===== config.mk =====
export PLATFORM = sky130hd
export DESIGN_NAME = imem_fetch_arbiter_flat
export DESIGN_NICKNAME = d
export VERILOG_FILES = /design/src/rtl/imem_arb_pkg.sv /design/src/rtl/imem_fetch_arbiter_if.sv /design/src/rtl/imem_addr_check.sv /design/src/rtl/imem_fetch_arbiter.sv /design/src/flat_wrapper.sv
export SDC_FILE = /design/constraint.sdc
export NUM_CORES = 1
export LEC_CHECK = 0
export CORE_AREA = 2 2 82 84
export DETAILED_ROUTE_END_ITERATION = 10
export DIE_AREA = 0 0 84 86
export PLACE_DENSITY = 0.78
export SYNTH_ARGS = -nofsm -noshare
export SYNTH_HDL_FRONTEND = slang
export SYNTH_SLANG_ARGS = --single-unit

===== constraint.sdc =====
create_clock -name clk -period 2.4 [get_ports clk]
set_clock_uncertainty 0.15 [all_clocks]
set_input_delay 0.48 -clock clk [delete_from_list [all_inputs] [get_ports clk]]
set_output_delay 0.48 -clock clk [all_outputs]
set_load 0.01 [all_outputs]

===== src/rtl/imem_arb_pkg.sv =====
// Shared types, constants and the byte-address check for the instruction-memory fetch arbiter.
package imem_arb_pkg;

    localparam int unsigned ADDR_W_DEF  = 10;
    localparam int unsigned DATA_W_DEF  = 32;
    localparam int unsigned BYTE_ADDR_W = 32;

    localparam logic [31:0] NOP_INSTR = 32'h0;

    typedef enum logic [1:0] {
        BOOT  = 2'd0,
        RUN   = 2'd1,
        DRAIN = 2'd2
    } arb_state_e;

    typedef enum logic {
        FETCH = 1'b0,
        LOAD  = 1'b1
    } grant_e;

    // Misaligned, or any bit set above the addressable word range.
    function automatic logic addr_bad(input logic [31:0] addr, input int unsigned addr_w);
        return (addr[1:0] != 2'b00) || ((addr >> (addr_w + 2)) != 32'h0);
    endfunction

endpackage


===== src/rtl/imem_fetch_arbiter_if.sv =====
// Fetch, loader and memory-side signals of the instruction-memory arbiter.
interface imem_fetch_arbiter_if #(
    parameter int unsigned ADDR_W = 10,
    parameter int unsigned DATA_W = 32
);
    logic              fetch_req;
    logic [31:0]       fetch_addr;
    logic              fetch_ready;
    logic              fetch_valid;
    logic [DATA_W-1:0] fetch_instr;
    logic              fetch_err;

    logic              load_req;
    logic [31:0]       load_addr;
    logic [DATA_W-1:0] load_data;
    logic              load_ready;
    logic              load_err;
    logic              load_done;
    logic              reload;

    logic [ADDR_W-1:0] mem_addr;
    logic              mem_we;
    logic [DATA_W-1:0] mem_wdata;
    logic [DATA_W-1:0] mem_rdata;

    logic              booted;

    // Arbiter side.
    modport slave (
        input  fetch_req, fetch_addr, load_req, load_addr, load_data,
               load_done, reload, mem_rdata,
        output fetch_ready, fetch_valid, fetch_instr, fetch_err,
               load_ready, load_err, mem_addr, mem_we, mem_wdata, booted
    );

    // Requester / memory side.
    modport master (
        output fetch_req, fetch_addr, load_req, load_addr, load_data,
               load_done, reload, mem_rdata,
        input  fetch_ready, fetch_valid, fetch_instr, fetch_err,
               load_ready, load_err, mem_addr, mem_we, mem_wdata, booted
    );
endinterface


===== src/rtl/imem_addr_check.sv =====
// Byte address to word index conversion with misalignment / range error flag.
module imem_addr_check
    import imem_arb_pkg::*;
#(
    parameter int unsigned ADDR_W = 10
) (
    input  logic [31:0]       byte_addr,
    output logic [ADDR_W-1:0] word_idx,
    output logic              err
);
    assign word_idx = byte_addr[ADDR_W+1:2];
    assign err      = addr_bad(byte_addr, ADDR_W);
endmodule


===== src/rtl/imem_fetch_arbiter.sv =====
// Shares the single-port instruction memory between fetch and the program loader (BOOT/RUN/DRAIN).
// Optional statistics counters are built when IMEM_ARB_STATS_EN is defined.
module imem_fetch_arbiter
    import imem_arb_pkg::*;
#(
    parameter int unsigned ADDR_W = 10,
    parameter int unsigned DATA_W = 32
) (
    input  logic        clk,
    input  logic        reset,
`ifdef IMEM_ARB_STATS_EN
    output logic [31:0] stat_fetch_cnt,
    output logic [31:0] stat_load_cnt,
    output logic [31:0] stat_conflict_cnt,
`endif
    imem_fetch_arbiter_if.slave bus
);

    arb_state_e        state_q;
    grant_e            last_grant_q;
    logic              rd_pend_q;
    logic              rd_err_q;
    logic [ADDR_W-1:0] addr_q;

    logic [ADDR_W-1:0] fetch_word_c;
    logic [ADDR_W-1:0] load_word_c;
    logic              fetch_bad_c;
    logic              load_bad_c;
    logic              fetch_ready_c;
    logic              load_ready_c;
    logic              fetch_xfer_c;
    logic              load_xfer_c;
    logic              fetch_rd_c;
    logic              load_wr_c;
    logic [ADDR_W-1:0] mem_addr_c;

    imem_addr_check #(.ADDR_W(ADDR_W)) u_fetch_chk (
        .byte_addr (bus.fetch_addr),
        .word_idx  (fetch_word_c),
        .err       (fetch_bad_c)
    );

    imem_addr_check #(.ADDR_W(ADDR_W)) u_load_chk (
        .byte_addr (bus.load_addr),
        .word_idx  (load_word_c),
        .err       (load_bad_c)
    );

    // Grants: loader owns BOOT, round-robin on conflict in RUN, nothing in DRAIN.
    always_comb begin
        fetch_ready_c = 1'b0;
        load_ready_c  = 1'b0;
        case (state_q)
            BOOT: load_ready_c = 1'b1;
            RUN: begin
                if (bus.fetch_req && bus.load_req) begin
                    fetch_ready_c = (last_grant_q == LOAD);
                    load_ready_c  = (last_grant_q == FETCH);
                end else begin
                    fetch_ready_c = bus.fetch_req;
                    load_ready_c  = bus.load_req;
                end
            end
            default: ;
        endcase
    end

    assign fetch_xfer_c = bus.fetch_req && fetch_ready_c;
    assign load_xfer_c  = bus.load_req && load_ready_c;
    assign fetch_rd_c   = fetch_xfer_c && !fetch_bad_c;
    assign load_wr_c    = load_xfer_c && !load_bad_c;

    // Memory address follows the granted access, otherwise holds.
    always_comb begin
        mem_addr_c = addr_q;
        if (fetch_rd_c) begin
            mem_addr_c = fetch_word_c;
        end else if (load_wr_c) begin
            mem_addr_c = load_word_c;
        end
    end

    always_ff @(posedge clk or posedge reset) begin
        if (reset) begin
            state_q      <= BOOT;
            last_grant_q <= LOAD;
            rd_pend_q    <= 1'b0;
            rd_err_q     <= 1'b0;
            addr_q       <= '0;
        end else begin
            case (state_q)
                BOOT:    if (bus.load_done) state_q <= RUN;
                RUN:     if (bus.reload) state_q <= DRAIN;
                // Any read granted in the last RUN cycle returns during DRAIN.
                DRAIN:   state_q <= BOOT;
                default: state_q <= BOOT;
            endcase
            if (fetch_xfer_c) begin
                last_grant_q <= FETCH;
            end else if (load_xfer_c) begin
                last_grant_q <= LOAD;
            end
            rd_pend_q <= fetch_xfer_c;
            rd_err_q  <= fetch_xfer_c && fetch_bad_c;
            addr_q    <= mem_addr_c;
        end
    end

    assign bus.fetch_ready = fetch_ready_c;
    assign bus.load_ready  = load_ready_c;
    assign bus.mem_addr    = mem_addr_c;
    assign bus.mem_we      = load_wr_c;
    assign bus.mem_wdata   = load_wr_c ? bus.load_data : '0;
    assign bus.load_err    = load_xfer_c && load_bad_c;
    assign bus.fetch_valid = rd_pend_q;
    assign bus.fetch_err   = rd_pend_q && rd_err_q;
    assign bus.fetch_instr = (rd_pend_q && !rd_err_q) ? bus.mem_rdata : DATA_W'(NOP_INSTR);
    assign bus.booted      = (state_q == RUN);

`ifdef IMEM_ARB_STATS_EN
    logic boot_entry_c;
    logic conflict_c;

    // DRAIN always exits to BOOT, so it marks the boot-entry edge.
    assign boot_entry_c = (state_q == DRAIN);
    assign conflict_c   = (state_q == RUN) && bus.fetch_req && bus.load_req;

    always_ff @(posedge clk or posedge reset) begin
        if (reset) begin
            stat_fetch_cnt    <= '0;
            stat_load_cnt     <= '0;
            stat_conflict_cnt <= '0;
        end else if (boot_entry_c) begin
            stat_fetch_cnt    <= '0;
            stat_load_cnt     <= '0;
            stat_conflict_cnt <= '0;
        end else begin
            if (fetch_xfer_c && (stat_fetch_cnt != '1)) begin
                stat_fetch_cnt <= stat_fetch_cnt + 32'd1;
            end
            if (load_xfer_c && (stat_load_cnt != '1)) begin
                stat_load_cnt <= stat_load_cnt + 32'd1;
            end
            if (conflict_c && (stat_conflict_cnt != '1)) begin
                stat_conflict_cnt <= stat_conflict_cnt + 32'd1;
            end
        end
    end
`endif

endmodule


===== src/flat_wrapper.sv =====
// flat-port wrapper written by rule: the top's interface ports become plain ports
module imem_fetch_arbiter_flat import imem_arb_pkg::*;
#(
    parameter int unsigned ADDR_W = 10,
    parameter int unsigned DATA_W = 32
)
  (clk, reset, bus_fetch_req, bus_fetch_addr, bus_load_req, bus_load_addr, bus_load_data, bus_load_done, bus_reload, bus_mem_rdata, bus_fetch_ready, bus_fetch_valid, bus_fetch_instr, bus_fetch_err, bus_load_ready, bus_load_err, bus_mem_addr, bus_mem_we, bus_mem_wdata, bus_booted);
  imem_fetch_arbiter_if #(.ADDR_W(ADDR_W), .DATA_W(DATA_W)) bus_i ();
  input  logic clk;
  input  logic reset;
  input wire logic [$bits(bus_i.fetch_req)-1:0] bus_fetch_req;
  input wire logic [$bits(bus_i.fetch_addr)-1:0] bus_fetch_addr;
  input wire logic [$bits(bus_i.load_req)-1:0] bus_load_req;
  input wire logic [$bits(bus_i.load_addr)-1:0] bus_load_addr;
  input wire logic [$bits(bus_i.load_data)-1:0] bus_load_data;
  input wire logic [$bits(bus_i.load_done)-1:0] bus_load_done;
  input wire logic [$bits(bus_i.reload)-1:0] bus_reload;
  input wire logic [$bits(bus_i.mem_rdata)-1:0] bus_mem_rdata;
  output wire logic [$bits(bus_i.fetch_ready)-1:0] bus_fetch_ready;
  output wire logic [$bits(bus_i.fetch_valid)-1:0] bus_fetch_valid;
  output wire logic [$bits(bus_i.fetch_instr)-1:0] bus_fetch_instr;
  output wire logic [$bits(bus_i.fetch_err)-1:0] bus_fetch_err;
  output wire logic [$bits(bus_i.load_ready)-1:0] bus_load_ready;
  output wire logic [$bits(bus_i.load_err)-1:0] bus_load_err;
  output wire logic [$bits(bus_i.mem_addr)-1:0] bus_mem_addr;
  output wire logic [$bits(bus_i.mem_we)-1:0] bus_mem_we;
  output wire logic [$bits(bus_i.mem_wdata)-1:0] bus_mem_wdata;
  output wire logic [$bits(bus_i.booted)-1:0] bus_booted;
  assign bus_i.fetch_req = bus_fetch_req;
  assign bus_i.fetch_addr = bus_fetch_addr;
  assign bus_i.load_req = bus_load_req;
  assign bus_i.load_addr = bus_load_addr;
  assign bus_i.load_data = bus_load_data;
  assign bus_i.load_done = bus_load_done;
  assign bus_i.reload = bus_reload;
  assign bus_i.mem_rdata = bus_mem_rdata;
  assign bus_fetch_ready = bus_i.fetch_ready;
  assign bus_fetch_valid = bus_i.fetch_valid;
  assign bus_fetch_instr = bus_i.fetch_instr;
  assign bus_fetch_err = bus_i.fetch_err;
  assign bus_load_ready = bus_i.load_ready;
  assign bus_load_err = bus_i.load_err;
  assign bus_mem_addr = bus_i.mem_addr;
  assign bus_mem_we = bus_i.mem_we;
  assign bus_mem_wdata = bus_i.mem_wdata;
  assign bus_booted = bus_i.booted;
  imem_fetch_arbiter #(.ADDR_W(ADDR_W), .DATA_W(DATA_W)) u_core (.clk(clk), .reset(reset), .bus(bus_i));
endmodule

Word-level counts from Yosys, hierarchy flattened. Index checks and enable logic that the tools add are counted.

Word-level logic and storage cells: 43. Register bits: 15. Input bits: 134. Output and inout bits: 81.

Multiplexer cells: 13. Eq/ne operators: 3. Reduce and logical (&&, ||, !) cells: 21. Bitwise gates (word level): 1.

Operator list (count): 2-to-1 mux 32 bit (2); nonzero test 32 bit (2); 2-to-1 mux 10 bit (2); logical AND 1 bit (9); nonzero test 2 bit (3); 2-to-1 mux 1 bit (5); 2-to-1 mux 2 bit (2); != test 2 bit (second input constant) (2); one-hot mux 2 bit (2 select lines) (1); logical NOT 1 bit (3); equality test 2 x 1 -> 1 bit (second input constant) (1); logical NOT 2 bit (1); logical OR 1 bit (2); one-hot mux 1 bit (2 select lines) (1); AND reduction 2 bit (1); NOT 1 bit (1).

Logic depth before layout (Yosys ltp). Gate-level depths: netlist of the first run.

Depth after elaboration: 7. Depth in mapped cells: 5.

Cells and area by module. Synthesis of the first run repeated with hierarchy kept, for this count alone.

Cells, all modules: 189. Area, all modules: 1471.4 µm².

By module, submodules not included: imem_fetch_arbiter (times used 1, cells an instance 155, area an instance 1228.7 µm²); imem_addr_check (times used 2, cells an instance 17, area an instance 121.4 µm²).

Worst setup path after synthesis of the first run. Ideal clock, no wire load.

Path kind: input -> output. From: input port bus_load_addr[14]. To: output port bus_mem_addr[0]. Path slack: 24 ps. Path buffers: 1. Arrival time: 1746 ps. Cell stages on the path: 5. Data required time: 1770 ps. Cells stage by stage: or4_4 nor3_2 buf_2 nand4_1 a32oi_1.

Word-level cells in the longest chain between the ends: 6.

RTL lines: start: declaration (RTL line flat_wrapper.sv:14) `input wire logic [$bits(bus_i.load_addr)-1:0] bus_load_addr;`; nonzero test 32 bit (RTL line imem_arb_pkg.sv:23) `return (addr[1:0] != 2'b00) || ((addr >> (addr_w + 2)) != 32'h0);`; logical OR 1 bit (RTL line imem_arb_pkg.sv:23); logical NOT 1 bit (RTL line imem_fetch_arbiter.sv:71) `assign load_wr_c = load_xfer_c && !load_bad_c;`; logical AND 1 bit (RTL line imem_fetch_arbiter.sv:71); 2-to-1 mux 10 bit (RTL line imem_fetch_arbiter.sv:78) `end else if (load_wr_c) begin`; 2-to-1 mux 10 bit (RTL line imem_fetch_arbiter.sv:76) `if (fetch_rd_c) begin`; end: declaration (RTL line flat_wrapper.sv:25) `output wire logic [$bits(bus_i.mem_addr)-1:0] bus_mem_addr;`.

No other way between the ends.

Worst setup path in the final report of the first run.
From: input port bus_load_addr[14]. To: output port bus_mem_addr[3].

The elaborated chain is that of the path after synthesis.

==> implementation parameters, run 1 <==
Parameter                              Value

Clock tree
  Clock tree buffer depth ... 2
  CTS tree ... yes
  Root Buffer ... sky130_fd_sc_hd__clkbuf_8
  Clock insertion delay at the later pin of the skew report ... 0.24 ns
  Number of clock sinks seen by CTS ... 15
  Clock-pin transition on the worst setup and hold timing paths ... 0.06 ns
  Cts bufs inserted ... 3
  H-tree level count ... 1

Timing
  Final setup violation count ... between 40 and 50
  Slew Viols, Final ... 0
  Tightest hold margin ... 0.385 ns
  Final cycle utilization of the critical path ... 112%
  Hold Vio Cnt, Final ... 0
  Fmax ... 373 MHz
  Clock period minus worst slack ... around 2.7 ns
  Minimum setup slack in the final design ... -0.279 ns
  Unrepaired setup endpoints after global routing ... yes
  Headroom to the max-slew limit ... 59.3%
  Measured slew at the worst slew-check pin ... 0.609 ns

Placed design
  Count of port buffers added during placement ... 214
  Detailed-placement wirelength estimate ... 5910 µm
  Total instance count after detailed placement ... roughly 470
  Final weighted congestion in routability-driven placement ... ~0.77

Synth
  Ys Warns ... 0
  Main synth FF type ... sky130_fd_sc_hd__dfrtp_1
  Count of unique library cells instantiated by Yosys ... 28
  Sequential area share after synthesis ... 27.9%
  Post-synth net total ... 308
  Gate count after technology mapping ... 174
  Post-synth EDFFs ... 0
  Netlist area before placement ... 1350 µm²
  Number of flip-flops and latches in the synthesized netlist ... 15
  FFs w/ async S/R, synth ... 100%
  Mean cell area of the mapped netlist ... 7.74 µm²

Power
  Max rail drop VDD ... 0.000246 V
  Power density cells ... 295 nW/µm²
  Leak Pwr ... 1.91 nW
  Power Total ... 0.00126 W

Global routing
  GRT Overall Usage ... 20.1%
  Overflow left after global routing ... 0
  First-pass GRT wire length ... 11800 µm
  Largest net degree at the start of global routing ... 33
  Initial antenna violation count ... 0
  Number of global-route vias before repair ... about 2300

Die
  Die area ... 7220 µm²
  Starting Density ... approximately 21%
  Die Y ... 86 µm
  Width of the chip ... between 80 and 90 µm
  I/O pins ... 215
  Row cnt ... 29
  Floorplan Core Area ... 6280 µm²

Setup path
  Type of the worst setup path ... primary input to output port
  Category of the worst setup path launch point ... primary input
  Crit-path max FO ... 6
  Worst setup EP type ... output port
  Cell count of the worst reg-to-reg path ... 11
  Required time worst endpoint ... about 1.8 ns
  Crit path DAT ... 2.05 ns

Final layout
  Antenna fix cells ... 0
  Fillcell total ... 500
  Fraction of final layout cells with drive strength greater than 1 ... between 40% and 50%
  Commonest cells after routing, fill and taps aside ... sky130_fd_sc_hd__clkdlybuf4s50_1, sky130_fd_sc_hd__buf_6, sky130_fd_sc_hd__and2_1
  Utilization of the core after routing ... 67.9%
  Most common library cell in the layout ignoring fill and taps ... sky130_fd_sc_hd__clkdlybuf4s50_1
  Final non-filler cell total ... 497
  Net count reported at finish ... 555
  Area grow syn2layout ... 216%

Route
  Detail-routed net length per standard cell ... 16.5 µm
  WL final ... 8200 µm
  Via density ... between 4 and 5
  DRT Pass-1 Iters ... 4
  DRC violation count after routing ... 0
  Count of antenna-violating nets left after detailed routing ... 0
  Number of DRC markers after the initial detailed-route iteration ... 42
  DR vias ... between 2000 and 2500

Hold path
  Count of cells along the worst hold path ... 2
  Path type of the worst min-delay path ... register to register

Job
  Max-cap check violation count ... 0

Run status
  Violations in the final reports ... negative setup slack
  Outcome ... finished, violations left
layout make-up:
| type | instances | area [µm²] | share of cell area (%) |
|---|---|---|---|
| Sequential cell | 15 | 377 | 8.83 |
| Tap cell | 77 | 96.3 | 2.26 |
| Timing Repair Buffer | 253 | 2510 | 58.8 |
| Clock inverter | 1 | 5.00 | 0.117 |
| Multi-Input combinational cell | 135 | 1190 | 27.8 |
| Clock buffer | 3 | 41.3 | 0.969 |
| Inverter | 13 | 48.8 | 1.14 |
registers in the layout (all words and copies together) (netlist names):
name,flops
u_core.rd_err_q,1
u_core.state_q,2
u_core.bus.fetch_valid,1
u_core.last_grant_q,1
u_core.addr_q,10
cells by family (layout without fill, tap and decap cells):
| group | Yosys count | after routing | share of synthesized area, % |
|---|---|---|---|
| flip-flops | 15 | 15 | 27.9 |
| buffers and inverters | 25 | 270 | 7.71 |
| AO/OA/AOI/OAI | 23 | 23 | 11.7 |
| AND/OR/NAND/NOR | 111 | 112 | 52.6 |
metrics by stage:
stage          TNS, ns  setup slack [ns]  area (µm²)
6_report         -9.92            -0.279        4260
5_1_grt         -11.57            -0.320        4260
4_1_cts          -9.65            -0.287        3980
3_5_place_dp    -41.78             -1.01        3720
3_3_place_gp    -41.03            -0.987        3720
2_1_floorplan        0            0.0235        1350
cell usage after synthesis, types with 2 or more instances:
| cell type | count | area (µm²) |
|---|---|---|
| sky130_fd_sc_hd__nor2b_1 | 2 | 12.5 |
| sky130_fd_sc_hd__inv_1 | 13 | 48.8 |
| sky130_fd_sc_hd__clkbuf_1 | 6 | 22.5 |
| sky130_fd_sc_hd__o21ai_0 | 9 | 45.0 |
| sky130_fd_sc_hd__nand3_1 | 2 | 10.0 |
| sky130_fd_sc_hd__nor4_1 | 9 | 56.3 |
| sky130_fd_sc_hd__nor2_1 | 7 | 26.3 |
| sky130_fd_sc_hd__nand4_1 | 12 | 75.1 |
| sky130_fd_sc_hd__nor3_2 | 2 | 20.0 |
| sky130_fd_sc_hd__buf_2 | 4 | 20.0 |
| sky130_fd_sc_hd__nand2b_1 | 2 | 12.5 |
| sky130_fd_sc_hd__and2_1 | 66 | 413 |
| sky130_fd_sc_hd__nand2_1 | 3 | 11.3 |
| sky130_fd_sc_hd__a32oi_1 | 10 | 87.6 |
| sky130_fd_sc_hd__dfrtp_1 | 14 | 350 |
timing repair:
action | 4_1_cts | 5_1_grt
setup buffers | 16 | 5
hold buffers | 0 | 0
resized for setup | 329 | 86
gates cloned | 4 | 3
endpoints found under the setup margin | 46 | 64
pin swaps | 43 | 42
critical path: stages:
cell	delay [ns]
sky130_fd_sc_hd__buf_6	0.09
sky130_fd_sc_hd__or4_4	0.54
sky130_fd_sc_hd__nand4bb_4	0.24
sky130_fd_sc_hd__buf_6	0.15
sky130_fd_sc_hd__buf_8	0.13
sky130_fd_sc_hd__o21ai_2	0.14
sky130_fd_sc_hd__a32oi_2	0.12
sky130_fd_sc_hd__buf_2	0.16
layer usage:
| layer | share of wire (%) | vias to the layer above | wire, µm | GRT usage (%) |
|---|---|---|---|---|
| met3 | 7.3 | 6 | 602 | 3.85 |
| met2 | 55 | 132 | 4510 | 39.0 |
| met4 | 0.67 | 0 | 55 | 3.96 |
| li1 | - | 1092 | - | - |
| met1 | 37 | 1069 | 3030 | 23.0 |
| met5 | 0 | - | 0 | 0 |
worst paths after layout:
check	slack [ns]	to	start
max in group asynchronous	1.25	u_core.addr_q[3]	reset
worst max register to register	0.21	u_core.addr_q[6]	u_core.state_q[1]
worst min-delay path	0.39	u_core.state_q[0]	u_core.state_q[1]
worst min register to register	0.39	u_core.state_q[0]	u_core.state_q[1]
worst max-delay path	-0.28	bus_mem_addr[3]	bus_load_addr[14]
min in group asynchronous	0.45	u_core.addr_q[4]	reset
where the power goes:
part / internal, W / switching (W)
combinational: 0.000472 / 0.000281
clock: 0.000115 / 0.0000890
sequential: 0.000286 / 0.0000148
total: 0.000872 / 0.000384
Note: power is estimated with default switching activity, not from simulation.
==> inputs of run 2 (changes only) <==
==> constraint.sdc (replaced) <==
create_clock -name clk -period 2.4 [get_ports clk]
set_clock_uncertainty 0.15 [all_clocks]
set_input_delay 0.36 -clock clk [delete_from_list [all_inputs] [get_ports clk]]
set_output_delay 0.36 -clock clk [all_outputs]
set_load 0.01 [all_outputs]
==> run 2 against run 1 <==
The flow still finishes with violations (negative setup slack). Clock power barely moved. Cell count fell by 1.4%. Setup slack improved by 0.27 ns. First-iteration DRC count fell by 9.5%. Clock-buffer cell count did not move. Critical endpoint is now bus_mem_addr[0]. Highest routed layer unchanged.
==> implementation parameters, run 2 (synthesis gave the netlist of run 1 again) <==
Parameter                              Value

Route
  Count of antenna-violating nets left after detailed routing ... 0
  WL final ... between 7000 and 8000 µm
  DR vias ... 2222
  Number of DRC markers after the initial detailed-route iteration ... 38
  Via density ... approximately 4.5
  DRT Pass-1 Iters ... 4
  DRC violation count after routing ... 0
  Detail-routed net length per standard cell ... 15.7 µm

Power
  Max rail drop VDD ... 0.000244 V
  Power Total ... around 0.0012 W
  Power density cells ... 317 nW/µm²
  Leak Pwr ... 1.77 nW

Final layout
  Most common library cell in the layout ignoring fill and taps ... sky130_fd_sc_hd__clkdlybuf4s50_1
  Final non-filler cell total ... ~500
  Reg with most FFs ... u_core.addr_q
  Fillcell total ... around 550
  Max FFs per register ... 10
  Antenna fix cells ... 0
  Area grow syn2layout ... 191%
  Area used by multi-input combinational logic ... roughly 1100 µm²
  Utilization of the core after routing ... 62.5%
  Top Registers ... u_core.addr_q x10, u_core.state_q x2
  Sequential cell area ... 377 µm²
  Fraction of final layout cells with drive strength greater than 1 ... about 34%
  Commonest cells after routing, fill and taps aside ... sky130_fd_sc_hd__clkdlybuf4s50_1, sky130_fd_sc_hd__and2_1, sky130_fd_sc_hd__buf_2
  Net count reported at finish ... 548

Timing
  Minimum setup slack in the final design ... -0.0127 ns
  Clock period minus worst slack ... 2.41 ns
  Hold Vio Cnt, Final ... 0
  Slew Viols, Final ... 0
  Final cycle utilization of the critical path ... 101%
  Final setup violation count ... 4
  Unrepaired setup endpoints after global routing ... yes
  Measured slew at the worst slew-check pin ... 0.623 ns
  Headroom to the max-slew limit ... 58.4%
  Fmax ... 414 MHz
  Tightest hold margin ... 0.336 ns

Global routing
  First-pass GRT wire length ... 12000 µm
  Number of global-route vias before repair ... 2320
  Largest net degree at the start of global routing ... 33
  GRT Overall Usage ... 20.5%
  Initial antenna violation count ... 0
  Overflow left after global routing ... 0

Setup path
  Category of the worst setup path launch point ... primary input
  Worst setup EP type ... output port
  Cell-by-cell trace of the critical path ... dlygate4sd2_1 > nor4_2 > nand2_1 > or3_4 > buf_6 > a32oi_2 > buf_2
  Critical R2R Launch ... u_core.last_grant_q
  Crit path DAT ... 1.90 ns
  Launching instance or port of the critical path ... bus_fetch_addr[21]
  Crit-path max FO ... 5
  Type of the worst setup path ... primary input to output port
  Longest individual stage delay on the worst path ... 0.40 ns
  CP max stage cell ... sky130_fd_sc_hd__or3_4
  Required time worst endpoint ... 1.89 ns

Clock tree
  H-tree level count ... 1
  CTS tree ... yes
  Clock tree buffer depth ... 2
  Root Buffer ... sky130_fd_sc_hd__clkbuf_8
  Cts bufs inserted ... 3
  Clock-pin transition on the worst setup and hold timing paths ... roughly 0.07 ns
  Hold buffer count at cts ... 0
  Clock insertion delay at the later pin of the skew report ... 0.24 ns
  Number of clock sinks seen by CTS ... 15

Placed design
  Placement-stage worst setup slack ... -0.775 ns
  Detailed-placement wirelength estimate ... ~5900 µm
  Total instance count after detailed placement ... 471
  Count of port buffers added during placement ... between 200 and 250
  Final weighted congestion in routability-driven placement ... 0.771

Hold path
  Path type of the worst min-delay path ... primary input to async pin

Die
  Die Y ... 86 µm
  Width of the chip ... 84 µm
  Die area ... just over 7000 µm²
  Row cnt ... 29
  Floorplan Core Area ... 6280 µm²
  I/O pins ... 215
  Starting Density ... a little over a fifth

Run status
  Violations in the final reports ... negative setup slack
  Outcome ... finished, violations left

Job
  Max-cap check violation count ... 0
-- run 2: what timing repair did --
| item | 4_1_cts | 5_1_grt |
|---|---|---|
| cloned | 4 | 0 |
| setup endpoints to repair | 44 | 43 |
| buffers inserted | 10 | 2 |
| pin swaps | 35 | 23 |
| endpoints found under the hold margin | 0 | 0 |
| gates resized for setup | 293 | 54 |
-- run 2: per-layer routing --
layer,up-vias,GRT usage (%),share of wire (%)
met1,1010,23.6,37
met5,-,0,0
li1,1079,-,-
met2,123,37.8,53
met4,0,5.87,1.4
met3,10,4.81,8.2
-- run 2: report_power, final --
| part | switching (W) | leakage [nW] | internal [W] |
|---|---|---|---|
| combinational | 0.000272 | 1.54 | 0.000466 |
| clock | 0.0000911 | 0.0255 | 0.000115 |
| sequential | 0.0000138 | 0.202 | 0.000286 |
-- run 2: path summary, 6_finish.rpt --
check	end	cells past startpoint	slack [ns]
max in group asynchronous	u_core.addr_q[3]	2	1.36
min in group clk	u_core.state_q[0]	2	0.39
worst max-delay path	bus_mem_addr[0]	7	-0.01
worst min-delay path	u_core.addr_q[8]	2	0.34
worst max register to register	u_core.addr_q[3]	8	0.51
worst min register to register	u_core.state_q[0]	2	0.39
-- run 2: area by class of cell --
type,count,share of cell area [%]
repair buffers,246,57.0
inverters,13,1.24
clock inverters,1,0.128
multi-input cells,135,28.5
well taps,77,2.46
flip-flops and latches,15,9.60
clock buffers,3,1.05
-- run 2: metrics by stage --
step                      cell area [µm²]  setup TNS (ns)
after floorplan                      1350               0
after global placement               3700          -29.39
after detailed placement             3700          -30.23
after CTS                            3720          -0.830
after global routing                 3920           -2.07
final                                3920         -0.0333
-- run 2: worst max-delay path, delay by kind of cell --
| family | cells | cell delay (ns) |
|---|---|---|
| buffers and inverters | 3 | 0.55 |
| AO/OA/AOI/OAI | 1 | 0.17 |
| AND/OR/NAND/NOR | 3 | 0.82 |
